==> src/rtl/fetch_stage_pkg.sv <==
// Shared definitions for the instruction-fetch stage: opcode constants,
// the canonical NOP, FSM state encoding and the RV32 instruction field layout.
package fetch_stage_pkg;

  localparam int unsigned InstW = 32;

  localparam logic [6:0]       InstSystem = 7'b1110011;
  localparam logic [InstW-1:0] NOPInst    = 32'h0000_0013;

  typedef enum logic {
    FSRun  = 1'b0,
    FSHalt = 1'b1
  } fetch_state_e;

  // R-type view of a 32-bit instruction word; other formats reuse the same slices.
  typedef struct packed {
    logic [6:0] func7;
    logic [4:0] rs2;
    logic [4:0] rs1;
    logic [2:0] func3;
    logic [4:0] rd;
    logic [6:0] opcode;
  } rv_instr_t;

  // Instruction addresses must be word aligned.
  function automatic logic is_misaligned(input logic [1:0] addr_lo);
    return addr_lo != 2'b00;
  endfunction

endpackage

==> src/rtl/fetch_stage_pc_reg.sv <==
// Program counter register.
// Ports: clk_i/rst_i (async active-high), hold_i keeps the PC, load_i takes
// load_pc_i (priority over hold_i); otherwise the PC advances by 4 (mod 2^XLEN).
// pc_o is the registered PC.
module pc_reg
  import fetch_stage_pkg::*;
#(
  parameter int unsigned     XLEN     = 32,
  parameter logic [XLEN-1:0] RESET_PC = '0
) (
  input  logic            clk_i,
  input  logic            rst_i,
  input  logic            hold_i,
  input  logic            load_i,
  input  logic [XLEN-1:0] load_pc_i,
  output logic [XLEN-1:0] pc_o
);

  logic [XLEN-1:0] pc_q;
  logic [XLEN-1:0] pc_d;

  // Next PC: load beats hold beats increment.
  always_comb begin
    pc_d = pc_q + XLEN'(4);
    if (load_i) begin
      pc_d = load_pc_i;
    end else if (hold_i) begin
      pc_d = pc_q;
    end
  end

  always_ff @(posedge clk_i or posedge rst_i) begin
    if (rst_i) begin
      pc_q <= RESET_PC;
    end else begin
      pc_q <= pc_d;
    end
  end

  assign pc_o = pc_q;

endmodule

==> src/rtl/fetch_stage.sv <==
// Instruction-fetch stage with IF/ID pipeline register.
// Ports: clk, reset (async active-high); stall/redirect/redirectPC from hazard
// and branch logic; imemAddr/imemData to instruction memory (combinational
// read); instr/pcOut/pc4Out and the decoded fields to decode; bubble marks an
// empty IF/ID slot; halted/misalign report the HALT state and its cause.
module fetch_stage
  import fetch_stage_pkg::*;
#(
  parameter int unsigned     XLEN     = 32,
  parameter logic [XLEN-1:0] RESET_PC = '0
) (
  input  logic             clk,
  input  logic             reset,
  input  logic             stall,
  input  logic             redirect,
  input  logic [XLEN-1:0]  redirectPC,
  output logic [XLEN-1:0]  imemAddr,
  input  logic [InstW-1:0] imemData,
  output logic [InstW-1:0] instr,
  output logic [XLEN-1:0]  pcOut,
  output logic [XLEN-1:0]  pc4Out,
  output logic [6:0]       opcode,
  output logic [4:0]       rd,
  output logic [2:0]       func3,
  output logic [4:0]       rs1,
  output logic [4:0]       rs2,
  output logic [6:0]       func7,
  output logic             bubble,
  output logic             halted,
  output logic             misalign
);

  fetch_state_e     state_q, state_d;
  logic [InstW-1:0] instr_q, instr_d;
  logic [XLEN-1:0]  pcout_q, pcout_d;
  logic             bubble_q, bubble_d;
  logic             misalign_q, misalign_d;
  logic             pc_hold;
  logic             pc_load;
  logic [XLEN-1:0]  pc;
  rv_instr_t        fields;

  pc_reg #(
    .XLEN     (XLEN),
    .RESET_PC (RESET_PC)
  ) u_pc_reg (
    .clk_i     (clk),
    .rst_i     (reset),
    .hold_i    (pc_hold),
    .load_i    (pc_load),
    .load_pc_i (redirectPC),
    .pc_o      (pc)
  );

  // Next-state and IF/ID update; everything holds unless a RUN rule fires.
  always_comb begin
    state_d    = state_q;
    instr_d    = instr_q;
    pcout_d    = pcout_q;
    bubble_d   = bubble_q;
    misalign_d = misalign_q;
    pc_hold    = 1'b1;
    pc_load    = 1'b0;

    unique case (state_q)
      FSRun: begin
        if (redirect && is_misaligned(redirectPC[1:0])) begin
          state_d    = FSHalt;
          misalign_d = 1'b1;
          instr_d    = NOPInst;
          bubble_d   = 1'b1;
        end else if (redirect) begin
          // Redirect overrides stall; the word fetched this cycle is killed.
          pc_hold  = 1'b0;
          pc_load  = 1'b1;
          instr_d  = NOPInst;
          bubble_d = 1'b1;
        end else if (stall) begin
          pc_hold = 1'b1;
        end else if (!bubble_q && (fields.opcode == InstSystem)) begin
          // ECALL/EBREAK reached decode: stop fetching for good.
          state_d  = FSHalt;
          instr_d  = NOPInst;
          bubble_d = 1'b1;
        end else begin
          pc_hold  = 1'b0;
          instr_d  = imemData;
          pcout_d  = pc;
          bubble_d = 1'b0;
        end
      end
      FSHalt: begin
        pc_hold = 1'b1;
      end
      default: begin
        state_d = FSHalt;
      end
    endcase
  end

  always_ff @(posedge clk or posedge reset) begin
    if (reset) begin
      state_q    <= FSRun;
      instr_q    <= NOPInst;
      pcout_q    <= '0;
      bubble_q   <= 1'b1;
      misalign_q <= 1'b0;
    end else begin
      state_q    <= state_d;
      instr_q    <= instr_d;
      pcout_q    <= pcout_d;
      bubble_q   <= bubble_d;
      misalign_q <= misalign_d;
    end
  end

  assign fields = rv_instr_t'(instr_q);

  assign imemAddr = pc;
  assign instr    = instr_q;
  assign pcOut    = pcout_q;
  assign pc4Out   = pcout_q + XLEN'(4);
  assign opcode   = fields.opcode;
  assign rd       = fields.rd;
  assign func3    = fields.func3;
  assign rs1      = fields.rs1;
  assign rs2      = fields.rs2;
  assign func7    = fields.func7;
  assign bubble   = bubble_q;
  assign halted   = (state_q == FSHalt);
  assign misalign = misalign_q;

endmodule
==> config.mk <==
export PLATFORM = sky130hd
export DESIGN_NAME = fetch_stage
export DESIGN_NICKNAME = d
export VERILOG_FILES = /design/src/rtl/fetch_stage_pkg.sv /design/src/rtl/fetch_stage_pc_reg.sv /design/src/rtl/fetch_stage.sv
export SDC_FILE = /design/constraint.sdc
export NUM_CORES = 1
export LEC_CHECK = 0
export ABC_AREA = 0
export BUFFER_PORTS_ARGS = -buffer_cell sky130_fd_sc_hd__buf_4
export CAP_MARGIN = 5
export CORE_MARGIN = 1.5
export CORE_UTILIZATION = 40
export CTS_CLUSTER_SIZE = 20
export DETAILED_ROUTE_END_ITERATION = 8
export PLACE_DENSITY = 0.69
export SETUP_SLACK_MARGIN = 0.1
export SYNTH_ARGS = -nofsm -noshare
export SYNTH_HDL_FRONTEND = slang
export SYNTH_SLANG_ARGS = --single-unit
==> constraint.sdc <==
create_clock -name clk -period 7.5 [get_ports clk]
set_clock_uncertainty 0.1 [all_clocks]
set_input_delay 0.375 -clock clk [delete_from_list [all_inputs] [get_ports clk]]
set_output_delay 0.375 -clock clk [all_outputs]
set_load 0.05 [all_outputs]
==> qor_table.md <==
| Group | Item | Reported |
| --- | --- | --- |
| global route | Global route hottest layer | met2 |
| sta | RSZ-0062 raised after global routing | false |
| floorplan | Initial Util | 40.8% |
| cells and area | Area growth from synthesis to layout | 36.1% |
| power | Switching Fraction | 40.5% |
| sta | Number of pins with negative max-slew slack in the final report | 0 |
| cts | Clock tree from TritonCTS | built |
| yosys | Cell taking the most area after synthesis | sky130_fd_sc_hd__dfrtp_1 |
| drt | Vias | 5118 |
| cts | Clock-pin slew on the worst setup and hold paths | 0.07 ns |
| yosys | Cell types occupying the most area after synthesis | sky130_fd_sc_hd__dfrtp_1 (44%), sky130_fd_sc_hd__nand2_1 (8.5%), sky130_fd_sc_hd__buf_4 (4.8%) |
| power | Portion of total power attributed to combinational logic | 34.7% |
| drt | Number of DRC markers in iteration 0 | 404 |
| global route | Global-route wire length before repair | 26300 microns |
| drt | Detail-routed net length per standard cell | 17.5 microns |
| floorplan | Die Footprint | 14100 sq um |
| yosys | Area fraction of the dominant cell type after synthesis | 44.4% |
| drt | First-pass DRT Iterations | 5 |
| power | Psw | 0.732 mW |
| yosys | Mapped Area | 5360 sq um |
| sta | Maximum clock frequency | 0.331 GHz |
| sta | Share of the clock period used by the worst path | 40.3% |
| setup path | Critical Path RT | 7.62 ns |
| drt | Detailed-route DRC error count | 0 |
| floorplan | Standard-cell row count | 42 |
| global route | Largest net degree at the start of global routing | 65 |
| worst hold path | Hold Path Depth | 3 |
| floorplan | Die Ht | 119 microns |
| setup path | WS Path Type | reg -> reg |
| setup path | WP data arrival | 3.14 ns |
| cells and area | Net count of the finished layout | 821 |
| cells and area | Most frequent standard cell in the layout excluding fill and tap cells | sky130_fd_sc_hd__buf_4 |
| setup path | Reg-to-reg endpoint | u_pc_reg.pc_o[25] |
| sta | Worst slew margin | 37.4% |
| setup path | Maximum fanout encountered on the critical timing path | 53 |
| yosys | Share of the yosys chip area belonging to registers | 46.4% |
| power | Register share of total power | 37.9% |
| yosys | Count of state elements after synthesis | 99 |
| placed design | Number of port buffers | 230 |
| worst hold path | Hold wc startpoint | redirectPC[9] |
| cells and area | Number of diodes | 0 |
| worst hold path | Tightest Hold Check Type | in -> reg |
| cts | Clock latency of the later-clocked register in the worst-skew pair | 0.34 ns |
| cells and area | Fraction of final layout cells sized beyond drive strength 1 | 35.4% |
| cts | Number of clock sinks | 99 |
| global route | Overflow after GRT | 0 |
| global route | Total global-route track usage | 23.3% |
| power | Cell Pwr Density | 248 nW/um^2 |
| setup path | Kind of start point of the critical path | register |
| cells and area | Most frequent cells in the layout | sky130_fd_sc_hd__buf_4 (234), sky130_fd_sc_hd__nand2_1 (121), sky130_fd_sc_hd__dfrtp_1 (95), sky130_fd_sc_hd__nand3_1 (37), sky130_fd_sc_hd__a22o_1 (29) |
| setup path | Sort of element at the end of the critical path | register |
| global route | Met2 track demand over resource in global routing | 38.5% |
| placed design | GP Congestion | 0.817 |
| status | Status | finished clean |
| placed design | Cell area after placement | 6960 sq um |
| worst hold path | End point of the most critical hold path | u_pc_reg.pc_o[9] |
| power | Internal Dissipation | 1.08 mW |
| yosys | Number of unique standard cell types used by synthesis | 59 |
| drt | Post-detailed-routing wire length | 16300 microns |
| drt | Drt via density | 5.49 |
| yosys | Number of warnings issued by yosys | 0 |
| yosys | Number of cells produced by synthesis | 573 |
| cells and area | Final non-filler cell area | 7290 sq um |
| cts | Setup Fix Bufs, Post-CTS | 0 |
| setup path | Launch point of the worst reg-to-reg path | halted |
| sta | Total Neg Setup Slack | 0 ns |
| sta | Final Hold Vio Count | 0 |
| global route | Antenna violations before repair | 0 |
| setup path | Internal reg-to-reg setup slack | 4.48 ns |
| flow run | Max-cap violation count | 0 |
| yosys | Number of enable flip-flop cells after synthesis | 0 |
| cts | CTS H-tree lvls | 3 |
| global route | Via count of the first global-routing pass | 4956 |
| setup path | Launching instance or port of the critical path | halted |
| power | IR drop worst, VDD | 0.125 mV |
| yosys | Asr flop ratio synth | 100% |
| drt | Count of antenna-violating nets left after detailed routing | 0 |
| sta | Transition time at the pin with the least slew margin | 0.939 ns |
| sta | Hold_ws | 0.151 ns |
| global route | Met1 usage in global routing | 30.7% |
| placed design | HPWL after detailed placement | 11900 microns |
| yosys | Synthesized area divided by synthesized cell count | 9.35 sq um |
| cts | Number of instances resized during post-cts repair | 0 |
| yosys | Dominant synthesized flop cell | sky130_fd_sc_hd__dfrtp_1 |
| power | Leak | 3.55 nW |
| sta | Final setup vio count | 0 |
| floorplan | Count of pins on the block boundary | 231 |
| setup path | Cell depth of the worst flop-to-flop path | 5 |
| cts | Clock Tree Buf Depth | 2 |
| floorplan | Total core area | 13100 sq um |
| sta | Min Clock Period, post-route | 3.02 ns |
| cts | Number of CTS-inserted buffers | 9 |
| global route | Met3 Resource Use GR | 3.43% |
| power | Clock power frac | 27.3% |
| floorplan | Horizontal die dimension | 119 microns |
| yosys | Mapped Nets | 643 |
| cts | Root Buffer Master | sky130_fd_sc_hd__clkbuf_16 |
| cts | Hold Buf Count CTS | 1 |
## flip-flops by register name, summed over array words and instances (netlist names)
register,cells
instr,32
pcOut,32
u_pc_reg.pc_o,32
bubble,1
halted,1
misalign,1
## cells by family after synthesis
kind of cell	Yosys count	share of synthesized area [%]
AOI/OAI and AO/OA	94	14.4
xor gates and xnor gates	28	4.58
adders and majority gates	2	0.467
buffers and inverters	78	8.04
DFF	99	46.4
muxes	6	1.12
and+or+nand+nor	266	25.0
## critical path, stage by stage (launching register included)
cell,delay [ns]
sky130_fd_sc_hd__dfrtp_1,0.47
sky130_fd_sc_hd__or3_4,0.46
sky130_fd_sc_hd__a21oi_4,0.63
sky130_fd_sc_hd__buf_4,0.60
sky130_fd_sc_hd__nor2_1,0.18
sky130_fd_sc_hd__a2111o_1,0.43
## synthesized netlist by cell type, types with 3 or more instances
| cell type | count |
|---|---|
| sky130_fd_sc_hd__o22a_1 | 3 |
| sky130_fd_sc_hd__o311ai_0 | 9 |
| sky130_fd_sc_hd__nor3_1 | 11 |
| sky130_fd_sc_hd__a221o_1 | 5 |
| sky130_fd_sc_hd__nor2_1 | 22 |
| sky130_fd_sc_hd__buf_2 | 8 |
| sky130_fd_sc_hd__o211ai_1 | 4 |
| sky130_fd_sc_hd__mux2i_1 | 6 |
| sky130_fd_sc_hd__a21oi_1 | 5 |
| sky130_fd_sc_hd__dfstp_2 | 4 |
| sky130_fd_sc_hd__buf_1 | 5 |
| sky130_fd_sc_hd__buf_4 | 34 |
| sky130_fd_sc_hd__o21ai_0 | 7 |
| sky130_fd_sc_hd__nand3_1 | 37 |
| sky130_fd_sc_hd__o211a_1 | 3 |
| sky130_fd_sc_hd__or4_1 | 9 |
| sky130_fd_sc_hd__nand2_1 | 121 |
| sky130_fd_sc_hd__clkbuf_1 | 21 |
| sky130_fd_sc_hd__a211oi_1 | 3 |
| sky130_fd_sc_hd__and4_1 | 7 |
| sky130_fd_sc_hd__nand4_1 | 23 |
| sky130_fd_sc_hd__xnor2_1 | 22 |
| sky130_fd_sc_hd__a22o_1 | 29 |
| sky130_fd_sc_hd__o31ai_1 | 3 |
| sky130_fd_sc_hd__xor2_1 | 6 |
| sky130_fd_sc_hd__and3_1 | 6 |
| sky130_fd_sc_hd__nor4_1 | 7 |
| sky130_fd_sc_hd__dfrtp_1 | 95 |
| sky130_fd_sc_hd__a2bb2oi_1 | 3 |
| sky130_fd_sc_hd__inv_1 | 10 |
| sky130_fd_sc_hd__and2_1 | 7 |
## area by class of cell
type	instances	area [sq um]
Fill cell	1182	5850
Sequential cell	99	2480
Timing Repair Buffer	235	1770
Multi-Input combinational cell	396	2460
Clock inverter	7	92.6
Clock buffer	9	225
Tap cell	176	220
Inverter	10	40.0
## how the worst max path moves through the flow
stage	cells after the start	slack, ns	end
floorplan	6	4.36	pc4Out[18]
global placement	6	4.53	u_pc_reg.pc_o[25]
detailed placement	5	4.47	u_pc_reg.pc_o[25]
CTS	5	4.47	pc4Out[28]
global route	5	4.23	pc4Out[28]
finish	5	4.48	u_pc_reg.pc_o[25]
## stage by stage
stage	instances	util, %	setup slack (ns)	total power, mW
6_report	932	55.5	4.48	1.81
5_1_grt	932	55.5	4.23	1.88
4_1_cts	932	55.5	4.47	1.82
3_5_place_dp	915	53.0	4.47	1.33
3_3_place_gp	915	53.0	4.53	1.32
2_1_floorplan	573	-	4.36	1.13
## power groups by stage
| stage | Clock, mW | Combinational, mW | Sequential, mW |
|---|---|---|---|
| floorplan | 0 | 0.260 | 0.866 |
| global placement | 0 | 0.627 | 0.689 |
| detailed placement | 0 | 0.632 | 0.694 |
| CTS | 0.501 | 0.633 | 0.685 |
| global route | 0.528 | 0.654 | 0.696 |
| finish | 0.494 | 0.629 | 0.687 |
## per-layer routing
layer	routed length, microns	share of wire (%)
met3	881	5.4
met4	402	2.5
met2	8240	51
met5	0	0
met1	6780	42
Note: power is estimated with default switching activity, not from simulation.
